## src/rtl/vga_timing_gen.sv

```systemverilog
// Parametrised VGA sync/timing generator: pixel/line counters, sync and blank decode
// delayed PIPE cycles to match BROM read latency, plus line/frame ticks and a frame counter.
`timescale 1ns/1ps
module vga_timing_gen #(
  parameter int H_ACTIVE = 1024,
  parameter int H_FP     = 24,
  parameter int H_SYNC   = 136,
  parameter int H_BP     = 160,
  parameter int V_ACTIVE = 768,
  parameter int V_FP     = 3,
  parameter int V_SYNC   = 6,
  parameter int V_BP     = 29,
  parameter bit H_POL    = 1'b0,
  parameter bit V_POL    = 1'b0,
  parameter int PIPE     = 1,
  parameter int CNT_W    = 11,
  parameter int FRAME_W  = 16
) (
  input  logic               clk_65M,
  input  logic               clear_n,
  input  logic               en,
  output logic [CNT_W-1:0]   H_cnt,
  output logic [CNT_W-1:0]   V_cnt,
  output logic               H_sync,
  output logic               V_sync,
  output logic               Vid_on,
  output logic               line_start,
  output logic               frame_start,
  output logic [FRAME_W-1:0] frame_cnt
);

  localparam int H_TOTAL = H_ACTIVE + H_FP + H_SYNC + H_BP;
  localparam int V_TOTAL = V_ACTIVE + V_FP + V_SYNC + V_BP;

  localparam logic [CNT_W-1:0] H_LAST     = CNT_W'(H_TOTAL - 1);
  localparam logic [CNT_W-1:0] V_LAST     = CNT_W'(V_TOTAL - 1);
  localparam logic [CNT_W-1:0] H_ACT_END  = CNT_W'(H_ACTIVE);
  localparam logic [CNT_W-1:0] V_ACT_END  = CNT_W'(V_ACTIVE);
  localparam logic [CNT_W-1:0] H_SYNC_LO  = CNT_W'(H_ACTIVE + H_FP);
  localparam logic [CNT_W-1:0] H_SYNC_HI  = CNT_W'(H_ACTIVE + H_FP + H_SYNC - 1);
  localparam logic [CNT_W-1:0] V_SYNC_LO  = CNT_W'(V_ACTIVE + V_FP);
  localparam logic [CNT_W-1:0] V_SYNC_HI  = CNT_W'(V_ACTIVE + V_FP + V_SYNC - 1);

  typedef struct packed {
    logic act;
    logic hs;
    logic vs;
  } decode_t;

  logic    h_last;
  logic    v_last;
  decode_t dec;
  decode_t dly;

  assign h_last = (H_cnt == H_LAST);
  assign v_last = (V_cnt == V_LAST);

  // NOTE: sequential state uses non-blocking assignments so every register samples
  // pre-edge values; blocking here would let V_cnt see the already-wrapped H_cnt.
  always_ff @(posedge clk_65M or negedge clear_n) begin
    if (!clear_n) begin
      H_cnt       <= '0;
      V_cnt       <= '0;
      line_start  <= 1'b0;
      frame_start <= 1'b0;
      frame_cnt   <= '0;
    end else begin
      line_start  <= en && h_last;
      frame_start <= en && h_last && v_last;
      if (en) begin
        H_cnt <= h_last ? '0 : H_cnt + 1'b1;
        if (h_last) begin
          V_cnt <= v_last ? '0 : V_cnt + 1'b1;
          if (v_last) frame_cnt <= frame_cnt + 1'b1;
        end
      end
    end
  end

  assign dec.act = (H_cnt < H_ACT_END) && (V_cnt < V_ACT_END);
  assign dec.hs  = (H_cnt >= H_SYNC_LO) && (H_cnt <= H_SYNC_HI);
  assign dec.vs  = (V_cnt >= V_SYNC_LO) && (V_cnt <= V_SYNC_HI);

  // Delay line runs every clock regardless of en, matching the fixed BROM latency.
  if (PIPE == 0) begin : g_no_pipe
    assign dly = dec;
  end else begin : g_pipe
    decode_t [PIPE-1:0] pipe_q;

    // NOTE: every delay stage is reset to the inactive pattern so no stale sync or
    // video pulse escapes in the first PIPE cycles after reset.
    always_ff @(posedge clk_65M or negedge clear_n) begin
      if (!clear_n) begin
        pipe_q <= '0;
      end else begin
        pipe_q[0] <= dec;
        for (int i = 1; i < PIPE; i++) pipe_q[i] <= pipe_q[i-1];
      end
    end

    assign dly = pipe_q[PIPE-1];
  end

  assign Vid_on = dly.act;
  assign H_sync = dly.hs ? H_POL : !H_POL;
  assign V_sync = dly.vs ? V_POL : !V_POL;

endmodule

```

## config.mk

```make
export PLATFORM = sky130hd
export DESIGN_NAME = vga_timing_gen
export DESIGN_NICKNAME = d
export VERILOG_FILES = /design/src/rtl/vga_timing_gen.sv
export SDC_FILE = /design/constraint.sdc
export NUM_CORES = 1
export LEC_CHECK = 0
export ABC_CLOCK_PERIOD_IN_PS = 5900
export BUFFER_PORTS_ARGS = -buffer_cell sky130_fd_sc_hd__buf_4
export CORE_UTILIZATION = 45
export CTS_CLUSTER_SIZE = 16
export DETAILED_ROUTE_END_ITERATION = 10
export GPL_TIMING_DRIVEN = 0
export PLACE_DENSITY = 0.68
export SYNTH_ARGS = -nofsm -noshare
export SYNTH_HDL_FRONTEND = slang
export SYNTH_SLANG_ARGS = --single-unit
```

## constraint.sdc

```tcl
create_clock -name clk_65M -period 5.9 [get_ports clk_65M]
set_input_delay 0.295 -clock clk_65M [delete_from_list [all_inputs] [get_ports clk_65M]]
set_output_delay 0.295 -clock clk_65M [all_outputs]
set_load 0.02 [all_outputs]
```

==> flow_metrics.py, run 1 <==
metrics = {
    "sta": {
        "finalCritPeriodShare": 0.420,
        "hold_slack_ns": 0.239,
        "setup_tns_ns": 0,
        "final-setup-viol-count": 0,
        "drv_slew": 0,
        "period_needed_ns": 2.48,
        "max_slew_margin": 0.581,
        "max_freq_ghz": 0.404,
        "rsz0062_at_grt": "false",
        "worst_pin_slew_ns": 0.624,
        "fin_skew_ns": 0.00748,
        "finalHoldViolCount": 0,
    },
    "floorplanning": {
        "die_h_microns": 70.3,
        "ios": 46,
        "rows": 24,
        "die_width_microns": 70.3,
        "die-area_sq_um": 4940,
        "core_sq_um": 4410,
        "start_util": 0.476,
    },
    "detailed_routing": {
        "viasPerCell": 5.29,
        "drc": 0,
        "routedWlPerCell_microns": 13.4,
        "dr.pass1.iters": 4,
        "first_iter_violations": 103,
        "vias": 1619,
        "drtAntennaViolNets": 0,
        "drt_wl_total_microns": 4100,
    },
    "final_layout": {
        "final_common_cell": "buf_4",
        "layout-drive-gt1-share": 0.244,
        "fin_nets": 262,
        "antenna_cells": 0,
        "syn_to_final_growth_pct": 23.7,
        "mostFrequentLayoutCells": "buf_4, dfrtp_1, nand2_1",
        "finalNonFillerCells": 306,
    },
    "setup_path": {
        "critPathKind": "flop to flop",
        "cp.arrival_ns": 2.66,
        "endpoint_kind": "flop",
        "crit_fanout": 7,
        "required_ns": 6.09,
        "cp-start-kind": "flop",
    },
    "placed_design": {
        "dp_hpwl_microns": 2890,
        "gp_congestion": 0.771,
        "numPortBuffers": 45,
        "placedCellCount": 297,
    },
    "grt": {
        "grt.overflow.total": 0,
        "antenna_found_initial": 0,
        "grt_max_degree": 44,
        "grt_pass1_vias": 1482,
        "grt_pass1_wl_microns": 6910,
        "grt.total_usage": 0.176,
    },
    "power": {
        "seqPwrFrac": 0.540,
        "p_int_mw": 0.446,
        "power-per-cell-area_nw_per_um2": 245,
        "pwr-share-comb": 0.175,
        "p_clk_frac": 0.286,
        "sw_frac_of_total": 0.300,
        "ir_drop_mv": 0.149,
        "p_leak_nw": 1.26,
        "p_switching_mw": 0.191,
        "power_mw": 0.637,
    },
    "clock_network": {
        "tritoncts": "built",
        "clkTransAtPathRegs_ns": 0.08,
        "cts_max_level": 2,
        "cts_sinks": 43,
        "cts.root.buffer_cell": "clkbuf_8",
        "cts_setup_buffers": 0,
        "numCtsBuffers": 5,
        "insertion_delay_ns": 0.29,
        "clock_path_buffers": 2,
        "ctsResizeCount": 0,
    },
    "synthesis": {
        "netlist_area_sq_um": 2100,
        "syn_area_per_cell_sq_um": 10.5,
        "yosysWarnings": 0,
        "synth_ff_type": "dfrtp_1",
        "synth_cell_types": 39,
        "synth_edf_count": 0,
        "postSynthCellCount": 200,
        "ys_seq_elements": 43,
        "syn_nets": 209,
        "yosysSeqAreaShare": 0.513,
        "async_reset_ff_frac": 1.00,
    },
    "status": {
        "outcome": "finished clean",
    },
    "flow_run": {
        "drv_cap": 0,
    },
    "min_path": {
        "hold_path_class": "input port to flop",
    },
}
[worst paths after layout]
path / slack, ns / cells after the start / startpoint / end
min in group asynchronous: 0.52 / 2 / clear_n / frame_cnt[5]
hold / removal: 0.24 / 2 / en / H_cnt[0]
hold reg to reg: 0.47 / 1 / frame_cnt[15] / frame_cnt[15]
setup reg to reg: 3.42 / 6 / H_cnt[1] / frame_cnt[15]
max in group asynchronous: 5.01 / 2 / clear_n / H_cnt[0]
setup / recovery: 3.42 / 6 / H_cnt[1] / frame_cnt[15]
[power by group through the flow]
stage	Combinational [mW]	Sequential, mW	Clock [mW]
after floorplan	0.0442	0.365	0
after global placement	0.110	0.348	0
after detailed placement	0.112	0.348	0
after CTS	0.112	0.343	0.189
after global routing	0.123	0.347	0.200
final	0.111	0.344	0.182
[logic make-up after synthesis]
logic type	synth area share
multiplexers	0.0203
flip-flops	0.513
adder cells (fa/ha/maj)	0.0358
buffers and inverters	0.0358
AO/OA/AOI/OAI	0.0608
AND/OR/NAND/NOR	0.231
XOR/XNOR	0.104
[layer usage]
metal / share of wire / vias to the layer above / wire length, microns / GRT usage
met2: 0.45 / 42 / 1860 / 0.263
met5: 0 / - / 0 / 0
met4: 0.0088 / 0 / 36 / 0.0511
met3: 0.052 / 5 / 212 / 0.0462
met1: 0.49 / 770 / 2000 / 0.251
li1: - / 802 / - / -
[critical path: stages, from the launching register on]
cell,delay (ns)
dfrtp_1,0.44
ha_1,0.25
and4_1,0.28
nand4_1,0.31
nor4_4,0.55
or3b_1,0.41
xnor2_1,0.13
[synth_stat cells (all sizes together), types with 3 or more instances]
master	number	area share
o21ai	8	0.019
xor2	5	0.021
ha	6	0.036
and3	6	0.018
nor3	6	0.020
dfrtp	43	0.51
inv	12	0.021
nor2	12	0.021
xnor2	20	0.083
buf	3	0.013
nand2	25	0.045
nand3	9	0.021
nand4	11	0.033
[sequential cells by signal, summed over array words and instances, names as in the netlist]
| signal | flops |
|---|---|
| frame_cnt | 16 |
| frame_start | 1 |
| Vid_on | 1 |
| H_cnt | 11 |
| line_start | 1 |
| dly | 2 |
| V_cnt | 11 |
[metrics by stage]
stage               utilization  instance area, sq um  worst slack, ns
detailed placement        0.567                  2500             3.43
CTS                       0.588                  2600             3.41
global placement          0.567                  2500             3.42
floorplan                     -                  2100             3.57
global route              0.588                  2600             3.21
finish                    0.588                  2600             3.42
[final cells by class]
| cell class | count | area [sq um] |
|---|---|---|
| Buffer | 4 | 30.0 |
| Clock buffer | 6 | 72.6 |
| Clock inverter | 2 | 12.5 |
| Fill cell | 407 | 1820 |
| Inverter | 12 | 45.0 |
| Multi-Input combinational cell | 141 | 948 |
| Sequential cell | 43 | 1080 |
| Tap cell | 52 | 65.1 |
| Timing Repair Buffer | 46 | 348 |
[repair_timing]
action / CTS / global route
hold buffers: 1 / 0
setup endpoints to repair: 0 / 0
hold endpoints to repair: 12 / 0
No activity file was read; power rests on OpenSTA's default activity.
==> run 2, diff against run 1 <==
Settings changed: ABC_CLOCK_PERIOD_IN_PS 5900 to 2100, PLACE_DENSITY 0.68 to 0.71.
Clock period 5.9 ns to 2.1 ns, I/O delays scaled along.
==> flow_metrics.py, run 2 (same netlist as run 1, synthesis figures left out) <==
metrics = {
    "grt": {
        "grt.total_usage": 0.176,
        "grt_pass1_vias": 1443,
        "grt.overflow.total": 0,
        "grt_pass1_wl_microns": 6800,
        "antenna_found_initial": 0,
        "grt_max_degree": 44,
    },
    "sta": {
        "max_slew_margin": 0.647,
        "max_freq_ghz": 0.460,
        "drv_slew": 0,
        "finalHoldViolCount": 0,
        "fin_skew_ns": 0.00878,
        "final-setup-viol-count": 9,
        "worst_pin_slew_ns": 0.529,
        "layout_setup_ws_ns": -0.0753,
        "finalCritPeriodShare": 1.04,
        "rsz0062_at_grt": "true",
        "setup_tns_ns": -0.507,
        "period_needed_ns": 2.18,
    },
    "placed_design": {
        "gp_congestion": 0.772,
        "dp_hpwl_microns": 2790,
        "numPortBuffers": 45,
        "placedCellCount": 297,
    },
    "setup_path": {
        "crit_fanout": 7,
        "cp-start-kind": "flop",
        "required_ns": 2.32,
        "reg2reg_to": "frame_cnt[10]",
        "reg2regPathDepth": 5,
        "critPathKind": "flop to flop",
        "r2r_start": "V_cnt[10]",
        "r2r_slack_ns": -0.08,
        "cp.arrival_ns": 2.39,
        "endpoint_kind": "flop",
    },
    "detailed_routing": {
        "drc": 0,
        "vias": 1649,
        "first_iter_violations": 75,
        "viasPerCell": 5.23,
        "dr.pass1.iters": 4,
        "drtAntennaViolNets": 0,
        "drt_wl_total_microns": 4190,
        "routedWlPerCell_microns": 13.3,
    },
    "clock_network": {
        "clkTransAtPathRegs_ns": 0.08,
        "cts.root.buffer_cell": "clkbuf_8",
        "cts_sinks": 43,
        "numCtsBuffers": 5,
        "tritoncts": "built",
        "cts_max_level": 2,
        "insertion_delay_ns": 0.29,
        "clock_path_buffers": 2,
    },
    "status": {
        "outcome": "complete, but fails checks",
        "failed_checks": "setup timing",
    },
    "floorplanning": {
        "ios": 46,
        "die-area_sq_um": 4940,
        "die_h_microns": 70.3,
        "start_util": 0.476,
        "core_sq_um": 4410,
        "die_width_microns": 70.3,
        "rows": 24,
    },
    "power": {
        "power-per-cell-area_nw_per_um2": 706,
        "p_leak_nw": 1.31,
        "ir_drop_mv": 0.380,
    },
    "min_path": {
        "worstHoldPathCells": 2,
        "min_to": "H_cnt[0]",
        "holdCritStartpoint": "en",
        "hold_path_class": "input port to flop",
    },
    "final_layout": {
        "final_common_cell": "buf_4",
        "fin_nets": 271,
        "finalNonFillerCells": 315,
        "mostFrequentLayoutCells": "buf_4, dfrtp_1, nand2_1",
        "antenna_cells": 0,
        "reg_top3": "frame_cnt (16), H_cnt (11), V_cnt (11)",
        "syn_to_final_growth_pct": 31.0,
        "layout-drive-gt1-share": 0.327,
        "largest_register_ffs": 16,
        "top_register": "frame_cnt",
    },
    "flow_run": {
        "drv_cap": 0,
    },
}
## run 2: cell count changes in the layout (fill, tap and decap cells not counted), sizes merged
cell / previous run / this run
clkinvlp: 1 / 0
bufinv: 0 / 1
buf: 48 / 57
clkinv: 1 / 0
clkbuf: 7 / 8
## run 2: layer usage
layer	wire, microns	GRT usage	up-vias
li1	-	-	829
met1	2030	0.248	773
met2	1880	0.261	41
met3	205	0.0447	6
met4	63	0.0667	0
met5	0	0	-
## run 2: worst max-delay path: stages, from the launching register on
cell and delay (ns):
dfrtp_2 0.42, or4_4 0.54, or2_4 0.27, or4_4 0.58, nor2b_2 0.15, xor2_1 0.15
## run 2: worst max path at each step
stage               cells past startpoint       from            end
detailed placement                      6   H_cnt[7]  frame_cnt[15]
global route                            5  V_cnt[10]  frame_cnt[10]
finish                                  5  V_cnt[10]  frame_cnt[10]
global placement                        6   H_cnt[7]  frame_cnt[15]
floorplan                               6  V_cnt[10]  frame_cnt[10]
CTS                                     5  V_cnt[10]   frame_cnt[4]
## run 2: layout make-up
type | count | area [sq um]
inverters | 12 | 45.0
clock inverters | 1 | 30.0
multi-input cells | 141 | 1000
fillers | 372 | 1660
flip-flops and latches | 43 | 1080
repair buffers | 56 | 423
plain buffers | 3 | 22.5
well taps | 52 | 65.1
clock buffers | 7 | 76.3
## run 2: metrics by stage
step	instance area [sq um]	hold WS [ns]	power (mW)	setup WS [ns]	util
3_5_place_dp	2530	0.126	1.30	-0.263	0.573
4_1_cts	2690	0.0298	1.93	-0.0793	0.610
6_report	2750	0.0582	1.94	-0.0753	0.623
2_1_floorplan	2130	-0.191	1.16	-0.133	-
3_3_place_gp	2530	0.123	1.30	-0.264	0.573
5_1_grt	2750	0.0658	2.02	-0.176	0.623
## run 2: power by group
part | switching, mW | internal [mW]
sequential | 0.0874 | 0.883
clock | 0.265 | 0.356
combinational | 0.181 | 0.169
total | 0.534 | 1.41
## run 2: repair_timing
item | in CTS | in global routing
resized for setup | 5 | 7
hold endpoints to repair | 43 | 0
buffers inserted | 6 | 4
endpoints found under the setup margin | 18 | 16
gates cloned | 0 | 0
pin swaps | 4 | 4
hold buffers | 1 | 0
==> run 3, diff against run 2 <==
Settings changed: ABC_CLOCK_PERIOD_IN_PS 2100 to 2200, CORE_MARGIN set to 2, CORE_UTILIZATION 45 to 50, PLACE_DENSITY 0.71 to 0.74.
Clock period 2.1 ns to 2.2 ns, I/O delays scaled along.
==> flow_metrics.py, run 3 (same netlist as run 1, synthesis figures left out) <==
metrics = {
    "status": {
        "outcome": "finished clean",
    },
    "detailed_routing": {
        "top_layer": "met4",
        "drc": 0,
        "drtAntennaViolNets": 0,
        "wl_met1_microns": 2050,
        "route.met3.wl_microns": 255,
        "vias": 1683,
        "met2_length_microns": 2110,
        "dr.pass1.iters": 4,
        "viasPerCell": 5.38,
        "routedWlPerCell_microns": 14.4,
        "first_iter_violations": 126,
        "drt_wl_total_microns": 4500,
    },
    "final_layout": {
        "finalNonFillerCells": 313,
        "largest_register_ffs": 16,
        "final_common_cell": "buf_4",
        "reg_top3": "frame_cnt (16), H_cnt (11), V_cnt (11)",
        "fin_nets": 271,
        "layout-drive-gt1-share": 0.342,
        "mostFrequentLayoutCells": "buf_4, dfrtp_1, nand2_1",
        "antenna_cells": 0,
        "top_register": "frame_cnt",
        "syn_to_final_growth_pct": 31.8,
    },
    "clock_network": {
        "cts_sinks": 43,
        "cts_max_level": 2,
        "clkTransAtPathRegs_ns": 0.08,
        "insertion_delay_ns": 0.30,
        "cts.root.buffer_cell": "clkbuf_8",
        "tritoncts": "built",
        "numCtsBuffers": 5,
        "clock_path_buffers": 2,
    },
    "placed_design": {
        "gp_congestion": 0.790,
        "numPortBuffers": 45,
        "dp_hpwl_microns": 2990,
        "placedCellCount": 295,
    },
    "floorplanning": {
        "die_width_microns": 68.8,
        "ios": 46,
        "die-area_sq_um": 4730,
        "die_h_microns": 68.8,
        "rows": 23,
        "core_sq_um": 4030,
        "start_util": 0.521,
    },
    "grt": {
        "grt.total_usage": 0.207,
        "grt_pass1_vias": 1491,
        "grt_pass1_wl_microns": 7110,
        "grt.overflow.total": 0,
        "grt_max_degree": 44,
        "antenna_found_initial": 0,
    },
    "flow_run": {
        "drv_cap": 0,
    },
    "sta": {
        "finalHoldViolCount": 0,
        "finalCritPeriodShare": 0.998,
        "max_freq_ghz": 0.455,
        "rsz0062_at_grt": "true",
        "period_needed_ns": 2.20,
        "drv_slew": 0,
        "final-setup-viol-count": 0,
        "fin_skew_ns": 0.00801,
        "worst_pin_slew_ns": 0.536,
        "max_slew_margin": 0.643,
    },
    "power": {
        "p_switching_mw": 0.522,
        "seqPwrFrac": 0.496,
        "ir_drop_mv": 0.518,
        "p_int_mw": 1.36,
        "power-per-cell-area_nw_per_um2": 679,
        "power_mw": 1.88,
        "p_clk_frac": 0.337,
        "sw_frac_of_total": 0.278,
        "pwr-share-comb": 0.166,
        "p_leak_nw": 1.32,
    },
    "setup_path": {
        "r2r_slack_ns": 0.004,
        "cp-start-kind": "flop",
        "critPathKind": "flop to flop",
        "cp.arrival_ns": 2.42,
        "required_ns": 2.43,
        "crit_fanout": 7,
        "endpoint_kind": "flop",
    },
    "min_path": {
        "hold_path_class": "input port to flop",
    },
}
-- run 3: cell types whose count changed in the layout (fill, tap and decap cells not counted), sizes merged --
cell    change
clkbuf      -1
clkinv      +1
-- run 3: final timing paths --
path / cells after the start / end / start
min in group asynchronous: 2 / V_cnt[0] / clear_n
setup reg to reg: 5 / frame_cnt[12] / V_cnt[10]
hold / removal: 2 / H_cnt[0] / en
setup / recovery: 5 / frame_cnt[12] / V_cnt[10]
hold reg to reg: 1 / frame_cnt[13] / frame_cnt[13]
max in group asynchronous: 2 / V_cnt[10] / clear_n
-- run 3: cell type report --
type	instances	area, sq um
fill	328	1260
sequential	43	1090
multi-input combinational	141	1010
timing repair buffer	57	434
clock buffer	6	82.6
tap	50	62.6
inverter	12	45.0
clock inverter	2	35.0
buffer	2	7.51
-- run 3: worst max-delay path: stages, from the launching register on --
cell	delay [ns]
dfrtp_2	0.42
or4_4	0.54
or2_4	0.27
or4_4	0.59
nor2_1	0.17
xor2_1	0.15
-- run 3: layer usage --
layer  global-route usage  vias up
met1                0.291      808
met5                    0        -
met4               0.0956        0
li1                     -      818
met3               0.0455        8
met2                0.306       49
-- run 3: power by group through the flow --
stage | registers, mW | clock network, mW | logic, mW
2_1_floorplan | 0.987 | 0 | 0.122
3_3_place_gp | 0.941 | 0 | 0.300
3_5_place_dp | 0.940 | 0 | 0.304
4_1_cts | 0.925 | 0.643 | 0.304
5_1_grt | 0.943 | 0.682 | 0.343
6_report | 0.931 | 0.633 | 0.312
-- run 3: timing repair --
| item | CTS | global route |
|---|---|---|
| gates resized for setup | 4 | 10 |
| pin swaps | 3 | 5 |
| setup buffers | 6 | 5 |
| setup endpoints to repair | 15 | 13 |
| hold buffers | 1 | 0 |
| hold endpoints to repair | 43 | 0 |
-- run 3: metrics by stage --
step	TNS, ns	hold WS, ns	worst slack, ns	util	area (sq um)
final	0	0.0397	0.00398	0.687	2770
after global routing	-0.221	0.0598	-0.0417	0.687	2770
after CTS	-0.0111	0.0365	-0.0111	0.672	2710
after detailed placement	-1.19	0.132	-0.270	0.627	2530
after global placement	-0.543	0.129	-0.190	0.627	2530
after floorplan	-0.113	-0.186	-0.0328	-	2130
